## src/rtl/tag_compare_nway.sv

```systemverilog
// tag_compare_nway: N-way tag compare stage of the DRAM cache controller.
// Captures one request and waits for the WAYS-wide tag/metadata read. It then
// compares all ways in parallel and routes the request to exactly one of four
// channels: read hit, read miss, write hit or write miss.
// Optional feature macro: TAG_CMP_STATS_EN adds four saturating 32-bit
// per-channel handshake counters. When the macro is not defined, cnt_*_o are tied to 0.
module tag_compare_nway #(
  parameter int WAYS   = 4,
  parameter int ADDR_W = 16,
  parameter int TAG_W  = 8,
  parameter int DATA_W = 64,
  localparam int WAY_W = (WAYS > 1) ? $clog2(WAYS) : 1,
  localparam int REQ_W = 1 + DATA_W + ADDR_W
) (
  input  logic                  clk,
  input  logic                  rst_n,
  input  logic                  req_valid_i,
  output logic                  req_ready_o,
  input  logic [REQ_W-1:0]      req_data_i,
  input  logic                  rvalid_i,
  output logic                  rready_o,
  input  logic [WAYS*TAG_W-1:0] rtag_i,
  input  logic [WAYS*2-1:0]     rmeta_i,
  output logic [REQ_W-1:0]      out_data_o,
  output logic [WAY_W-1:0]      out_way_o,
  output logic                  out_dirty_o,
  output logic                  r_hit_valid_o,
  output logic                  r_miss_valid_o,
  output logic                  w_hit_valid_o,
  output logic                  w_miss_valid_o,
  input  logic                  r_hit_ready_i,
  input  logic                  r_miss_ready_i,
  input  logic                  w_hit_ready_i,
  input  logic                  w_miss_ready_i,
  output logic                  multi_hit_o,
  output logic [31:0]           cnt_r_hit_o,
  output logic [31:0]           cnt_r_miss_o,
  output logic [31:0]           cnt_w_hit_o,
  output logic [31:0]           cnt_w_miss_o
);

  typedef enum logic [1:0] {IDLE, WAIT_TAG, OUT} state_t;

  state_t             state_q, state_d;
  logic [REQ_W-1:0]   out_data_q;
  logic [WAY_W-1:0]   out_way_q;
  logic               out_dirty_q;
  logic [3:0]         chan_q;      // {w_miss, w_hit, r_miss, r_hit}
  logic               multi_hit_q;
  logic [WAY_W-1:0]   victim_q;

  logic [3:0]         ch_ready;
  logic               out_fire;
  logic [TAG_W-1:0]   req_tag;
  logic               is_write;

  logic [WAYS-1:0]    hit_vec;
  logic               any_hit, any_inv, multi;
  logic [WAY_W-1:0]   hit_way, inv_way, sel_way;
  logic               hit_dirty, inv_dirty, vic_dirty, sel_dirty;

  assign ch_ready = {w_miss_ready_i, w_hit_ready_i, r_miss_ready_i, r_hit_ready_i};
  // chan_q is non-zero only in OUT, so readies of other channels are masked here
  assign out_fire = |(chan_q & ch_ready);
  assign req_tag  = out_data_q[ADDR_W-1 -: TAG_W];
  assign is_write = out_data_q[REQ_W-1];

  // State register
  always_ff @(posedge clk or negedge rst_n) begin
    if (!rst_n) state_q <= IDLE;
    else        state_q <= state_d;
  end

  // Next state and handshake readies
  always_comb begin
    state_d     = state_q;
    req_ready_o = 1'b0;
    rready_o    = 1'b0;
    case (state_q)
      IDLE: begin
        req_ready_o = 1'b1;
        if (req_valid_i) state_d = WAIT_TAG;
      end
      WAIT_TAG: begin
        rready_o = 1'b1;
        if (rvalid_i) state_d = OUT;
      end
      OUT: begin
        if (out_fire) state_d = IDLE;
      end
      default: state_d = IDLE;
    endcase
  end

  // Parallel compare: lowest hit way, lowest invalid way, victim dirty bit
  always_comb begin
    hit_vec   = '0;
    any_hit   = 1'b0;
    any_inv   = 1'b0;
    hit_way   = '0;
    inv_way   = '0;
    hit_dirty = 1'b0;
    inv_dirty = 1'b0;
    vic_dirty = 1'b0;
    for (int unsigned i = 0; i < WAYS; i++) begin
      hit_vec[i] = rmeta_i[i*2] && (rtag_i[i*TAG_W +: TAG_W] == req_tag);
      if (hit_vec[i] && !any_hit) begin
        any_hit   = 1'b1;
        hit_way   = WAY_W'(i);
        hit_dirty = rmeta_i[i*2+1];
      end
      if (!rmeta_i[i*2] && !any_inv) begin
        any_inv   = 1'b1;
        inv_way   = WAY_W'(i);
        inv_dirty = rmeta_i[i*2+1];
      end
      if (WAY_W'(i) == victim_q) vic_dirty = rmeta_i[i*2+1];
    end
    multi = |(hit_vec & (hit_vec - 1'b1));
    if (any_hit) begin
      sel_way   = hit_way;
      sel_dirty = hit_dirty;
    end else if (any_inv) begin
      sel_way   = inv_way;
      sel_dirty = inv_dirty;
    end else begin
      sel_way   = victim_q;
      sel_dirty = vic_dirty;
    end
  end

  // Request capture, registered compare result, sticky multi-hit, victim pointer
  always_ff @(posedge clk or negedge rst_n) begin
    if (!rst_n) begin
      out_data_q  <= '0;
      out_way_q   <= '0;
      out_dirty_q <= 1'b0;
      chan_q      <= '0;
      multi_hit_q <= 1'b0;
      victim_q    <= '0;
    end else begin
      if (state_q == IDLE && req_valid_i) out_data_q <= req_data_i;
      if (state_q == WAIT_TAG && rvalid_i) begin
        out_way_q   <= sel_way;
        out_dirty_q <= sel_dirty;
        chan_q      <= 4'b0001 << {is_write, ~any_hit};
        if (multi) multi_hit_q <= 1'b1;
        if (!any_hit && !any_inv)
          victim_q <= (victim_q == WAY_W'(WAYS-1)) ? '0 : victim_q + 1'b1;
      end
      if (state_q == OUT && out_fire) chan_q <= '0;
    end
  end

  assign out_data_o     = out_data_q;
  assign out_way_o      = out_way_q;
  assign out_dirty_o    = out_dirty_q;
  assign r_hit_valid_o  = chan_q[0];
  assign r_miss_valid_o = chan_q[1];
  assign w_hit_valid_o  = chan_q[2];
  assign w_miss_valid_o = chan_q[3];
  assign multi_hit_o    = multi_hit_q;

`ifdef TAG_CMP_STATS_EN
  logic [31:0] cnt_q [4];

  // Saturating per-channel handshake counters
  always_ff @(posedge clk or negedge rst_n) begin
    if (!rst_n) begin
      for (int unsigned k = 0; k < 4; k++) cnt_q[k] <= '0;
    end else begin
      for (int unsigned k = 0; k < 4; k++)
        if (chan_q[k] && ch_ready[k] && cnt_q[k] != '1) cnt_q[k] <= cnt_q[k] + 32'd1;
    end
  end

  assign cnt_r_hit_o  = cnt_q[0];
  assign cnt_r_miss_o = cnt_q[1];
  assign cnt_w_hit_o  = cnt_q[2];
  assign cnt_w_miss_o = cnt_q[3];
`else
  assign cnt_r_hit_o  = '0;
  assign cnt_r_miss_o = '0;
  assign cnt_w_hit_o  = '0;
  assign cnt_w_miss_o = '0;
`endif

endmodule

```

## config.mk

```make
export PLATFORM = sky130hd
export DESIGN_NAME = tag_compare_nway
export DESIGN_NICKNAME = d
export VERILOG_FILES = /design/src/rtl/tag_compare_nway.sv
export SDC_FILE = /design/constraint.sdc
export NUM_CORES = 1
export LEC_CHECK = 0
export ABC_CLOCK_PERIOD_IN_PS = 4800
export BUFFER_PORTS_ARGS = -buffer_cell sky130_fd_sc_hd__buf_2
export CORE_AREA = 4 4 132 134
export CTS_CLUSTER_DIAMETER = 100
export DETAILED_ROUTE_END_ITERATION = 6
export DIE_AREA = 0 0 136 138
export HOLD_SLACK_MARGIN = 0.03
export PLACE_DENSITY = 0.72
export SYNTH_ARGS = -nofsm -noshare
export SYNTH_HDL_FRONTEND = slang
export SYNTH_SLANG_ARGS = --single-unit
```

## constraint.sdc

```tcl
create_clock -name clk -period 4.8 [get_ports clk]
set_input_delay 0.96 -clock clk [delete_from_list [all_inputs] [get_ports clk]]
set_output_delay 0.96 -clock clk [all_outputs]
set_load 0.005 [all_outputs]
```

# Word level (Yosys, flattened, before mapping)
# Index checks and enable logic that the tools add are counted.
# word_totals
register_bits	93
output_inout_bits	219
word_cells	97
# classes
add_sub_neg	2
eq_ne	13
shifts	1
mux	39
bitwise	3
reduce_logical	32
# ops
op	count
equality test 8 bit	4
2-to-1 mux 1 bit	26
2-to-1 mux 2 bit	10
logical AND 1 bit	14
logical NOT 1 bit	10
AND 4 bit	2
2-to-1 mux 4 bit	2
OR reduction 4 bit	2
inequality test 2 bit, second input constant	3
one-hot mux 2 bit (3 select lines)	1
equality test 2 bit, first input constant	2
equality test 2 bit, second input constant	2
logical NOT 2 bit	2
AND reduction 2 bit	2
left shift 1 x 2 -> 4 bit, first input constant	1
subtractor 4 x 1 -> 4 bit, second input constant	1
AND reduction 3 bit	1
adder 2 x 1 -> 2 bit, second input constant	1
equality test 1 x 2 -> 1 bit, first input constant	1
equality test 2 x 1 -> 1 bit, second input constant	1
nonzero test 2 bit	1
NOT 1 bit	1

# Longest topological paths before layout
# Gate-level depths: netlist (run 1).
# depth
ltp_word	16
ltp_mapped	8

# Worst setup path before layout (run 1)
# Ideal clock, no wire load.
# synth_timing
kind	in2reg
startpoint	input port rtag_i[12]
endpoint	register victim_q[0]
setup_ps	125
arrival_time_ps	2322
required_time_ps	4675
path_slack_ps	2353
path_stages	6
n_path_buf	0
path_cell_list	xnor2_1 nand4_1 nor3_2 or4_4 nor3_4 mux2_2
# synth_via
elab_chain_cells	13
# synth_lines
element	line	source
start: declaration	22	input logic [WAYS*TAG_W-1:0] rtag_i,
equality test 8 bit (*)	106	hit_vec[i] = rmeta_i[i*2] && (rtag_i[i*TAG_W +: TAG_W] == req_tag);
logical AND 1 bit (*)	106	
logical AND 1 bit (*)	107	if (hit_vec[i] && !any_hit) begin
2-to-1 mux 1 bit (*)	107	
logical NOT 1 bit	107	
logical AND 1 bit	107	
2-to-1 mux 1 bit (*)	107	
logical NOT 1 bit	107	
logical AND 1 bit	107	
2-to-1 mux 1 bit (*)	107	
logical NOT 1 bit (*)	148	if (!any_hit && !any_inv)
logical AND 1 bit (*)	148	
AND reduction 2 bit (no line) (*)	n/a	
end signal: assignment	149	victim_q <= (victim_q == WAY_W'(WAYS-1)) ? '0 : victim_q + 1'b1;
end: declaration	50	logic [WAY_W-1:0] victim_q;
# Every way passes the cells marked *; elsewhere a longest branch is shown, timed or not.
# A chain may end at the register's enable or synchronous reset.

# Worst setup path in the final report (run 1)
# layout_timing
startpoint	input port rtag_i[15]
endpoint	register victim_q[0]
# The elaborated chain is that of the path after synthesis.

==> results of run 1 <==
[metrics by stage]
stage               cells  worst slack, ns
floorplan             565            2.353
global placement      860            2.117
detailed placement    860            2.109
CTS                   876            2.473
global route          876            2.376
finish                876            2.466
[kinds of logic after synthesis]
family	Yosys count	share of synthesized area
buffers and inverters	151	0.2107
AO/OA/AOI/OAI	25	0.03524
XOR/XNOR	32	0.05444
multiplexers	82	0.1793
AND/OR/NAND/NOR	49	0.05589
adder cells (fa/ha/maj)	5	0.01167
flip-flops	93	0.4520
other	1	0.0007283
[routing by layer]
| layer | track usage | wire (um) | vias to the layer above |
|---|---|---|---|
| li1 | - | - | 1640 |
| met1 | 0.1365 | 4479 | 1696 |
| met2 | 0.2164 | 6171 | 215 |
| met3 | 0.05632 | 1572 | 14 |
| met4 | 0.03607 | 165 | 0 |
| met5 | 0 | 0 | - |
[power groups by stage]
stage,logic [mW],registers [mW],clock network [mW]
6_report,0.119,0.783,0.702
5_1_grt,0.137,0.783,0.751
4_1_cts,0.118,0.783,0.721
3_5_place_dp,0.117,0.798,0
3_3_place_gp,0.116,0.798,0
2_1_floorplan,0.119,0.799,0
[path summary, 6_finish.rpt]
kind	startpoint	end	slack, ns	cells after the start
worst min-delay path	multi_hit_o	multi_hit_o	0.47	1
min in group asynchronous	rst_n	out_data_o[35]	0.74	1
worst max register to register	state_q[1]	out_data_o[25]	2.61	4
max in group asynchronous	rst_n	out_data_o[4]	3.21	2
worst max-delay path	rtag_i[15]	victim_q[0]	2.47	7
worst min register to register	multi_hit_o	multi_hit_o	0.47	1
[placed cells by master, fill, tap and decap left out, types with 3 or more instances in the layout]
| cell type | synthesis | routed |
|---|---|---|
| buf_2 | 6 | 218 |
| inv_1 | 5 | 5 |
| o21ai_0 | 4 | 4 |
| a21oi_1 | 4 | 4 |
| conb_1 | 1 | 128 |
| xnor2_1 | 31 | 31 |
| mux2_2 | 82 | 82 |
| clkbuf_16 | 0 | 9 |
| nand3b_1 | 3 | 3 |
| dfrtp_1 | 93 | 93 |
| buf_4 | 136 | 3 |
| nand2b_1 | 3 | 3 |
| ha_1 | 4 | 4 |
| nor2_1 | 8 | 8 |
| nand2_1 | 10 | 10 |
| nand3_1 | 7 | 7 |
| nand4_1 | 5 | 5 |
[sequential cells by signal, indices dropped and copies added, names as in the netlist]
name and cells:
state_q 2, out_way_o 2, victim_q 2, out_dirty_o 1
multi_hit_o 1, out_data_o 81, chan_q 4
[critical path, delay by kind of cell]
kind / cells / cell delay [ns]
multiplexers: 1 / 0.36
buffers and inverters: 1 / 0.10
XOR/XNOR: 1 / 0.11
AND/OR/NAND/NOR: 4 / 1.01
[layout make-up]
type	instances	area [um^2]	area share
tap	220	275.3	0.04408
sequential	93	2327	0.3727
inverter	5	18.77	0.003005
timing repair buffer	221	1114	0.1783
multi-input combinational	321	2216	0.3548
clock buffer	10	239.0	0.03827
clock inverter	6	55.05	0.008816
==> summary.md, run 1 <==
| Metric | Value |
|---|---|
| Status | `finished clean` |
| Post-synthesis sequential area ratio | `0.4520` |
| Final Max Tran Viols | `0` |
| Util after Layout | `0.3834` |
| Ports | `348` |
| Number of flops mapped to enable cells by yosys | `0` |
| Hold Violations, Final | `0` |
| Layout fillers | `1603` |
| Final Skew | `0.008926 ns` |
| Fin crit share | `0.4863` |
| Final RePlAce weighted congestion | `0.7962` |
| CP Max Fanout | `6` |
| Root buffer cell | `clkbuf_16` |
| Hold buffer count at CTS | `0` |
| Worst-case vdd ir drop | `208.6 uV` |
| CTS tree | `done` |
| Final setup fails | `0` |
| Power per cell area | `256.9 nW/um^2` |
| Antenna-violating nets left | `0` |
| Drt first pass iters | `4` |
| Total power | `1.604 mW` |
| CP Class | `input pin to register` |
| Worst path cell trace | `buf_2 -> xnor2_1 -> nand3_1 -> nor3_2 -> or4_4 -> nor3_4 -> mux2_2` |
| Total CTS buffers | `9` |
| Most frequent cell after synthesis | `buf_4` |
| Initial DRC count | `65` |
| Row count | `47` |
| Max cap viols | `0` |
| Hold WS | `0.4702 ns` |
| Post-synth ARST share | `1.000` |
| Layout cells sized above 1 | `0.5000` |
| Mapped Avg Cell Area | `11.75 um^2` |
| Crit path time final | `2.334 ns` |
| Post-synth top cells | `buf_4, dfrtp_1, mux2_2` |
| Hold crit path type | `register to register` |
| Layout Nets | `784` |
| Dpl hpwl | `9.980 mm` |
| # DRC | `0` |
| Largest net degree at the start of global routing | `72` |
| Initial core utilization | `0.3161` |
| Vias in the first global route | `3535` |
| P&R area growth vs syn | `21.29%` |
| Leakage power total | `3.560 nW` |
| H-tree depth | `3` |
| Core Footprint | `16290 um^2` |
| CTS resizes | `0` |
| Nature of the critical path endpoint | `register` |
| Skew-Pair Late Insertion Delay | `0.33 ns` |
| Cell internal pwr | `1.210 mW` |
| Slowest CP cell | `or4_4` |
| Reg clk slew, reported paths | `0.07 ns` |
| Antenna diode count | `0` |
| Combinational share of power | `0.074` |
| Switching Share | `0.2459` |
| Congestion Overflow GR | `0` |
| WL/cell | `14.14 um` |
| Port bufs | `219` |
| Clk sinks | `93` |
| Total number of vias | `3565` |
| Leading area contributor after synthesis | `dfrtp_1` |
| Max Clk Rate | `0.4284 GHz` |
| Final instance area | `6245 um^2` |
| Least-Margin Pin Slew | `0.8922 ns` |
| Synthesis Warnings | `0` |
| Syn Inst Count | `438` |
| Post-synth top flop | `dfrtp_1` |
| Clock buffer depth | `2` |
| Final setup TNS | `0 ns` |
| Area after DPL | `5951 um^2` |
| Total GRT Usage | `0.1247` |
| Sw power | `0.3945 mW` |
| Detailed Route WL | `12.39 mm` |
| Clock Power Share | `0.438` |
| Setup crit start kind | `input pin` |
| Synthesized area | `5149 um^2` |
| Post-synth top area share | `0.4520` |
| Synth area leaders | `dfrtp_1, buf_4, mux2_2, xnor2_1, ha_1` |
| First-pass GRT wire length | `18.75 mm` |
| Initial antenna violation count | `0` |
| Slew HR | `0.4052` |
| RSZ-0062 raised after global routing | `no` |
| Post-CTS setup buffers | `0` |
| Critical path required time | `5.02 ns` |
| Seq pwr share | `0.488` |
| Avg Vias per Cell | `4.070` |
| Chip Height | `138 um` |
| Die Footprint | `18770 um^2` |
| Max incr delay on CP | `0.60 ns` |
| Die W | `136 um` |
| Cell variety after synth | `40` |
| Crit path arrival time | `2.55 ns` |
| #FFs+latches synth | `93` |
(Power assumes the default switching activity.)
==> inputs of run 2 (changes only) <==
ABC_CLOCK_PERIOD_IN_PS = 1920   (was 4800)
CORE_AREA = 4 4 133 135   (was 4 4 132 134)
DIE_AREA = 0 0 137 139   (was 0 0 136 138)
PLACE_DENSITY = 0.73   (was 0.72)
clock period = 1.92 ns   (was 4.8 ns; I/O delays follow)
==> run 2 against run 1 <==
Compared with the run above:
- the run now ends with negative setup slack left
- die area up 1.5%
- final area up 4.5%
- count of clock-buffer cells in the layout unchanged
- via count up 2.7%
- combinational power rose to 2.7 times the previous value
- core utilization up 1.3 points
- routed wire length up 5.3%
- non-clock buffer count up 23
- clock skew down 0.0027 ns
- worst setup slack worse by 2.5 ns
- first-iteration DRC count up 15%
- worst hold slack worse by 0.22 ns
- largest power group unchanged
==> summary.md, run 2 (synthesized netlist as in run 1, its figures left out) <==
| Metric | Value |
|---|---|
| Final RePlAce weighted congestion | `0.8148 (+2.3%)` |
| Commonest cells after routing, fill and taps aside | `buf_2, conb_1, dfrtp_1` |
| Placed insts | `882 (+2.6%)` |
| WL/cell | `14.51 um (+2.6%)` |
| Initial DRC count | `75 (+15%)` |
| Drt first pass iters | `4 (unchanged)` |
| Sw power | `1.019 mW (+160%)` |
| Final Max Tran Viols | `0 (unchanged)` |
| Vias in the first global route | `3923 (+11%)` |
| Hold WS | `0.2508 ns (-0.2194 ns)` |
| Antenna diode count | `0 (unchanged)` |
| Fin crit share | `1.031` |
| Dpl ws | `-0.1294 ns (-2.239 ns)` |
| Crit path arrival time | `2.20 ns (-0.35 ns)` |
| Largest net degree at the start of global routing | `46 (-36%)` |
| CP Max Fanout | `5 (-1)` |
| Dpl hpwl | `10.77 mm (+7.9%)` |
| Crit path time final | `1.980 ns` |
| First-pass GRT wire length | `20.09 mm (+7.1%)` |
| Max FFs per register | `81 (unchanged)` |
| Max Clk Rate | `0.5050 GHz` |
| Port bufs | `219 (unchanged)` |
| FF-to-FF Start | `out_data_o[9]` |
| Antenna-violating nets left | `0 (unchanged)` |
| Die W | `137 um (+0.74%)` |
| Critical path destination | `victim_q[0]` |
| Max cap viols | `0 (unchanged)` |
| CP Class | `register to register` |
| Violated checks | `negative setup slack` |
| Total GRT Usage | `0.1341 (+0.009413)` |
| Clock Power Share | `0.439 (about the same)` |
| Hold-critical path depth | `3 (+2)` |
| # DRC | `0 (unchanged)` |
| Initial core utilization | `0.3127 (-0.003387)` |
| Final setup fails | `2 (+2)` |
| Setup crit start kind | `register` |
| Critical path required time | `2.14 ns (-2.88 ns)` |
| Worst reg2reg setup slack | `-0.06 ns (-2.67 ns)` |
| Layout Nets | `807 (+2.9%)` |
| Worst-case vdd ir drop | `437.7 uV (+110%)` |
| Final WS setup | `-0.06012 ns (-2.526 ns)` |
| Start point of the critical path | `out_data_o[9]` |
| Die Footprint | `19040 um^2 (+1.5%)` |
| Avg Vias per Cell | `4.071 (about the same)` |
| Layout cells sized above 1 | `0.5376 (+0.03756)` |
| Non-filler cells, final | `899 (+2.6%)` |
| Clk sinks | `93 (unchanged)` |
| RSZ-0062 raised after global routing | `yes` |
| Final Skew | `0.006241 ns (-0.002685 ns)` |
| Skew-Pair Late Insertion Delay | `0.33 ns (about the same)` |
| Final setup TNS | `-0.1196 ns (-0.1196 ns)` |
| Status | `complete, but fails checks` |
| Root buffer cell | `clkbuf_16` |
| Reg clk slew, reported paths | `0.07 ns (about the same)` |
| CTS tree | `done` |
| Power per cell area | `623.6 nW/um^2 (+140%)` |
| R2r worst-path depth | `6 (+2)` |
| H-tree depth | `3 (unchanged)` |
| Congestion Overflow GR | `0 (unchanged)` |
| Detailed Route WL | `13.05 mm (+5.3%)` |
| Nature of the critical path endpoint | `register` |
| Switching Share | `0.2504 (+0.004516)` |
| Total number of vias | `3660 (+2.7%)` |
| Chip Height | `139 um (+0.72%)` |
| Total CTS buffers | `9 (unchanged)` |
| Core Footprint | `16470 um^2 (+1.1%)` |
| P&R area growth vs syn | `26.71%` |
| Hold Violations, Final | `0 (unchanged)` |
| Seq pwr share | `0.481 (-0.007)` |
| Ports | `348 (unchanged)` |
| Hold crit path type | `input pin to register` |
| Initial antenna violation count | `1 (+1)` |
| Clock buffer depth | `2 (unchanged)` |
| Row count | `47 (unchanged)` |
| Reg-to-Reg End | `victim_q[0]` |
| Combinational share of power | `0.079 (+0.005)` |
| Leakage power total | `3.702 nW (+4.0%)` |
| Most common cell after layout, fill and taps aside | `buf_2` |
| Cell internal pwr | `3.050 mW (+150%)` |
## run 2: cell types whose count changed in the layout (fill, tap and decap cells not counted), moves of 2 or more
cell / change
nand3_2: +2
xnor2_1: -2
xnor2_2: +2
inv_8: +2
mux2_2: -2
mux2_4: +2
nand3_1: -2
buf_12: +3
dfrtp_1: -8
dfrtp_2: +8
buf_4: +19
## run 2: worst min-delay path by stage
stage | start | endpoint | slack (ns)
final | req_data_i[80] | out_data_o[80] | 0.25
after global routing | req_data_i[60] | out_data_o[60] | 0.26
after floorplan | rst_n | chan_q[0] | 0.09
after global placement | rst_n | out_data_o[35] | 0.34
after detailed placement | rst_n | out_data_o[58] | 0.35
after CTS | req_data_i[80] | out_data_o[80] | 0.24
## run 2: critical path, cell delays in order, from the launching register on
cell     delay [ns]
dfrtp_2        0.48
xnor2_2        0.17
nand3_2        0.09
nor3_2         0.06
or4_4          0.57
nor3_4         0.18
mux2_4         0.32
## run 2: through the flow
stage | power (mW) | instance area, um^2 | util
after floorplan | 2.295 | 5668 | -
after global placement | 2.305 | 6173 | 0.3749
after detailed placement | 2.311 | 6173 | 0.3749
after CTS | 4.121 | 6506 | 0.3951
after global routing | 4.276 | 6524 | 0.3962
final | 4.068 | 6524 | 0.3962
## run 2: power groups by stage
stage	Sequential [mW]	Combinational [mW]	Clock, mW
detailed placement	2.00	0.315	0
finish	1.96	0.323	1.79
floorplan	2.00	0.298	0
CTS	1.96	0.320	1.84
global placement	2.00	0.309	0
global route	1.96	0.374	1.95
## run 2: final cells by class
class | instances | area [um^2]
clock buffer | 10 | 239.0
clock inverter | 6 | 61.31
fill | 1641 | 9942
inverter | 5 | 18.77
multi-input combinational | 321 | 2266
sequential | 93 | 2337
tap | 220 | 275.3
timing repair buffer | 244 | 1326
## run 2: timing repair
| action | 4_1_cts | 5_1_grt |
|---|---|---|
| buffers inserted | 0 | 0 |
| setup endpoints to repair | 7 | 8 |
| pin swaps | 2 | 4 |
| hold buffers | 1 | 0 |
| endpoints found under the hold margin | 27 | 0 |
| gates resized for setup | 10 | 4 |
## run 2: per-layer routing
metal,share of wire,vias up,GRT usage
met1,0.35,1745,0.1457
li1,-,1687,-
met3,0.11,19,0.05152
met2,0.52,207,0.2339
met4,0.019,2,0.05095
met5,0.0010,-,0
==> inputs of run 3 (changes only) <==
--- a/constraint.sdc
+++ b/constraint.sdc
@@ -3,2 +3,2 @@
 set_output_delay 0.384 -clock clk [all_outputs]
-set_load 0.005 [all_outputs]
+set_load 0.05 [all_outputs]
==> run 3 against run 2 <==
Compared with the run above:
- the run still ends with negative setup slack left
- worst hold slack better by 0.014 ns
- count of clock-buffer cells in the layout shrank 1
- final cell count shrank 0.22%
- power up 14%
- non-clock buffer count shrank 2
- final area up 0.35%
- sequential power hardly changed
==> summary.md, run 3 (synthesized netlist as in run 1, its figures left out) <==
| Metric | Value |
|---|---|
| Status | `complete, but fails checks` |
| Violated checks | `negative setup slack` |
| Max incr delay on CP | `0.54 ns (-0.03 ns)` |
| Antenna-violating nets left | `0 (unchanged)` |
| Commonest cells after routing, fill and taps aside | `buf_2, conb_1, dfrtp_1` |
| Final instance area | `6546 um^2 (+0.35%)` |
| Worst hold start | `req_data_i[80]` |
| WP buf/inv | `0 (unchanged)` |
| Total power | `4.636 mW (+14%)` |
| Congestion Overflow GR | `0 (unchanged)` |
| RSZ-0062 raised after global routing | `yes` |
| Layout Nets | `805 (-0.25%)` |
| Worst path cell trace | `xnor2_1 -> nand4_1 -> nor3_1 -> or4_4 -> nor3_4 -> mux2_4` |
| Initial core utilization | `0.3127 (unchanged)` |
| R2r worst-path depth | `6 (unchanged)` |
| Clk sinks | `93 (unchanged)` |
| Worst-case vdd ir drop | `516.3 uV (+18%)` |
| Reg clk slew, reported paths | `0.07 ns (about the same)` |
| Die Footprint | `19040 um^2 (unchanged)` |
| Layout fillers | `1639 (-0.12%)` |
| FF-to-FF Start | `out_data_o[8]` |
| H-tree depth | `3 (unchanged)` |
| Hold crit path type | `input pin to register` |
| Hold-critical path depth | `3 (unchanged)` |
| Final RePlAce weighted congestion | `0.7893 (-3.1%)` |
| # DRC | `0 (unchanged)` |
| Total number of vias | `3627 (-0.90%)` |
| Max Clk Rate | `0.5061 GHz (+0.21%)` |
| Final setup TNS | `-0.1363 ns (-0.01667 ns)` |
| Crit path time final | `1.976 ns (-0.004175 ns)` |
| Hold endpoint | `out_data_o[80]` |
| Max FFs per register | `81 (unchanged)` |
| Antenna diode count | `0 (unchanged)` |
| Hold WS | `0.2648 ns (+0.01397 ns)` |
| Power per cell area | `708.1 nW/um^2 (+14%)` |
| Area after DPL | `6183 um^2 (+0.16%)` |
| CP Class | `register to register` |
| Avg Vias per Cell | `4.043 (-0.68%)` |
| Final Max Tran Viols | `0 (unchanged)` |
| Die W | `137 um (unchanged)` |
| First-pass GRT wire length | `20.20 mm (+0.59%)` |
| Non-filler cells, final | `897 (-0.22%)` |
| Final Skew | `0.01053 ns (+0.004293 ns)` |
| Initial antenna violation count | `0 (-1)` |
| Detailed Route WL | `13.04 mm (about the same)` |
| Ports | `348 (unchanged)` |
| Initial DRC count | `97 (+29%)` |
| Worst reg2reg setup slack | `-0.06 ns (about the same)` |
| Final WS setup | `-0.05594 ns (+0.004175 ns)` |
| CP Max Fanout | `6 (+1)` |
| Clock buffer depth | `2 (unchanged)` |
| Nature of the critical path endpoint | `register` |
| Skew-Pair Late Insertion Delay | `0.34 ns (about the same)` |
| Max cap viols | `0 (unchanged)` |
| Largest net degree at the start of global routing | `57 (+24%)` |
| Port bufs | `219 (unchanged)` |
| Most common cell after layout, fill and taps aside | `buf_2` |
| Total GRT Usage | `0.1340 (-0.0001414)` |
| Root buffer cell | `clkbuf_16` |
| P&R area growth vs syn | `27.14%` |
| WL/cell | `14.53 um (+0.16%)` |
| Crit-path leading delay family | `simple AND/OR/NAND/NOR gates` |
| Setup crit start kind | `register` |
| Leakage power total | `3.699 nW (about the same)` |
| Critical path required time | `2.14 ns (about the same)` |
| Core Footprint | `16470 um^2 (unchanged)` |
| Drt first pass iters | `4 (unchanged)` |
| Crit path arrival time | `2.19 ns (about the same)` |
| Layout cells sized above 1 | `0.5391 (+0.001588)` |
| Chip Height | `139 um (unchanged)` |
| Vias in the first global route | `3761 (-4.1%)` |
| Final setup fails | `3 (+1)` |
| Dpl hpwl | `10.82 mm (+0.46%)` |
| Slowest CP cell | `or4_4` |
| Hold Violations, Final | `0 (unchanged)` |
| Total CTS buffers | `9 (unchanged)` |
| Fin crit share | `1.029 (-0.002175)` |
| Row count | `47 (unchanged)` |
| CTS tree | `done` |
| Placed insts | `879 (-0.34%)` |
| Reg-to-Reg End | `victim_q[0]` |
-- run 3: how the worst max path moves through the flow --
stage	from	depth (start not counted)	slack, ns	end
final	out_data_o[8]	6	-0.06	victim_q[0]
after global routing	out_data_o[8]	6	-0.14	victim_q[0]
after CTS	out_data_o[9]	6	-0.08	victim_q[0]
after detailed placement	rtag_i[17]	7	-0.09	victim_q[0]
after global placement	rtag_i[17]	7	-0.08	victim_q[0]
after floorplan	out_data_o[14]	7	-0.20	victim_q[0]
-- run 3: timing repair --
item,4_1_cts,5_1_grt
pin swaps,1,2
resized for setup,0,5
setup buffers,0,1
endpoints found under the hold margin,37,0
hold buffers,1,0
endpoints found under the setup margin,5,7
-- run 3: layout make-up --
cell class / instances / area (um^2) / area share
clock buffer: 9 / 225.2 / 0.03440
clock inverter: 7 / 91.34 / 0.01395
inverter: 5 / 18.77 / 0.002867
multi-input combinational: 321 / 2275 / 0.3475
sequential: 93 / 2337 / 0.3570
tap: 220 / 275.3 / 0.04205
timing repair buffer: 242 / 1324 / 0.2022
-- run 3: worst min-delay path, cell delays in order --
cell	delay [ns]
buf_2	0.08
nand2_1	0.04
o21ai_0	0.06
-- run 3: metal layers --
| metal | vias to the layer above | track usage | wire [um] |
|---|---|---|---|
| li1 | 1686 | - | - |
| met1 | 1727 | 0.1436 | 4550 |
| met2 | 200 | 0.2417 | 6887 |
| met3 | 14 | 0.05152 | 1395 |
| met4 | 0 | 0.03887 | 204 |
| met5 | - | 0 | 0 |
-- run 3: stage by stage --
| step | setup slack (ns) | util |
|---|---|---|
| 5_1_grt | -0.1396 | 0.3976 |
| 2_1_floorplan | -0.2023 | - |
| 3_3_place_gp | -0.07606 | 0.3755 |
| 6_report | -0.05594 | 0.3976 |
| 3_5_place_dp | -0.09349 | 0.3755 |
| 4_1_cts | -0.08329 | 0.3954 |
-- run 3: where the power goes --
| group | switching (mW) | internal, mW | total (mW) | leakage (nW) |
|---|---|---|---|---|
| Clock | 0.828 | 1.04 | 1.87 | 0.151 |
| Sequential | 0 | 1.96 | 1.96 | 1.28 |
| Combinational | 0.666 | 0.141 | 0.808 | 2.27 |
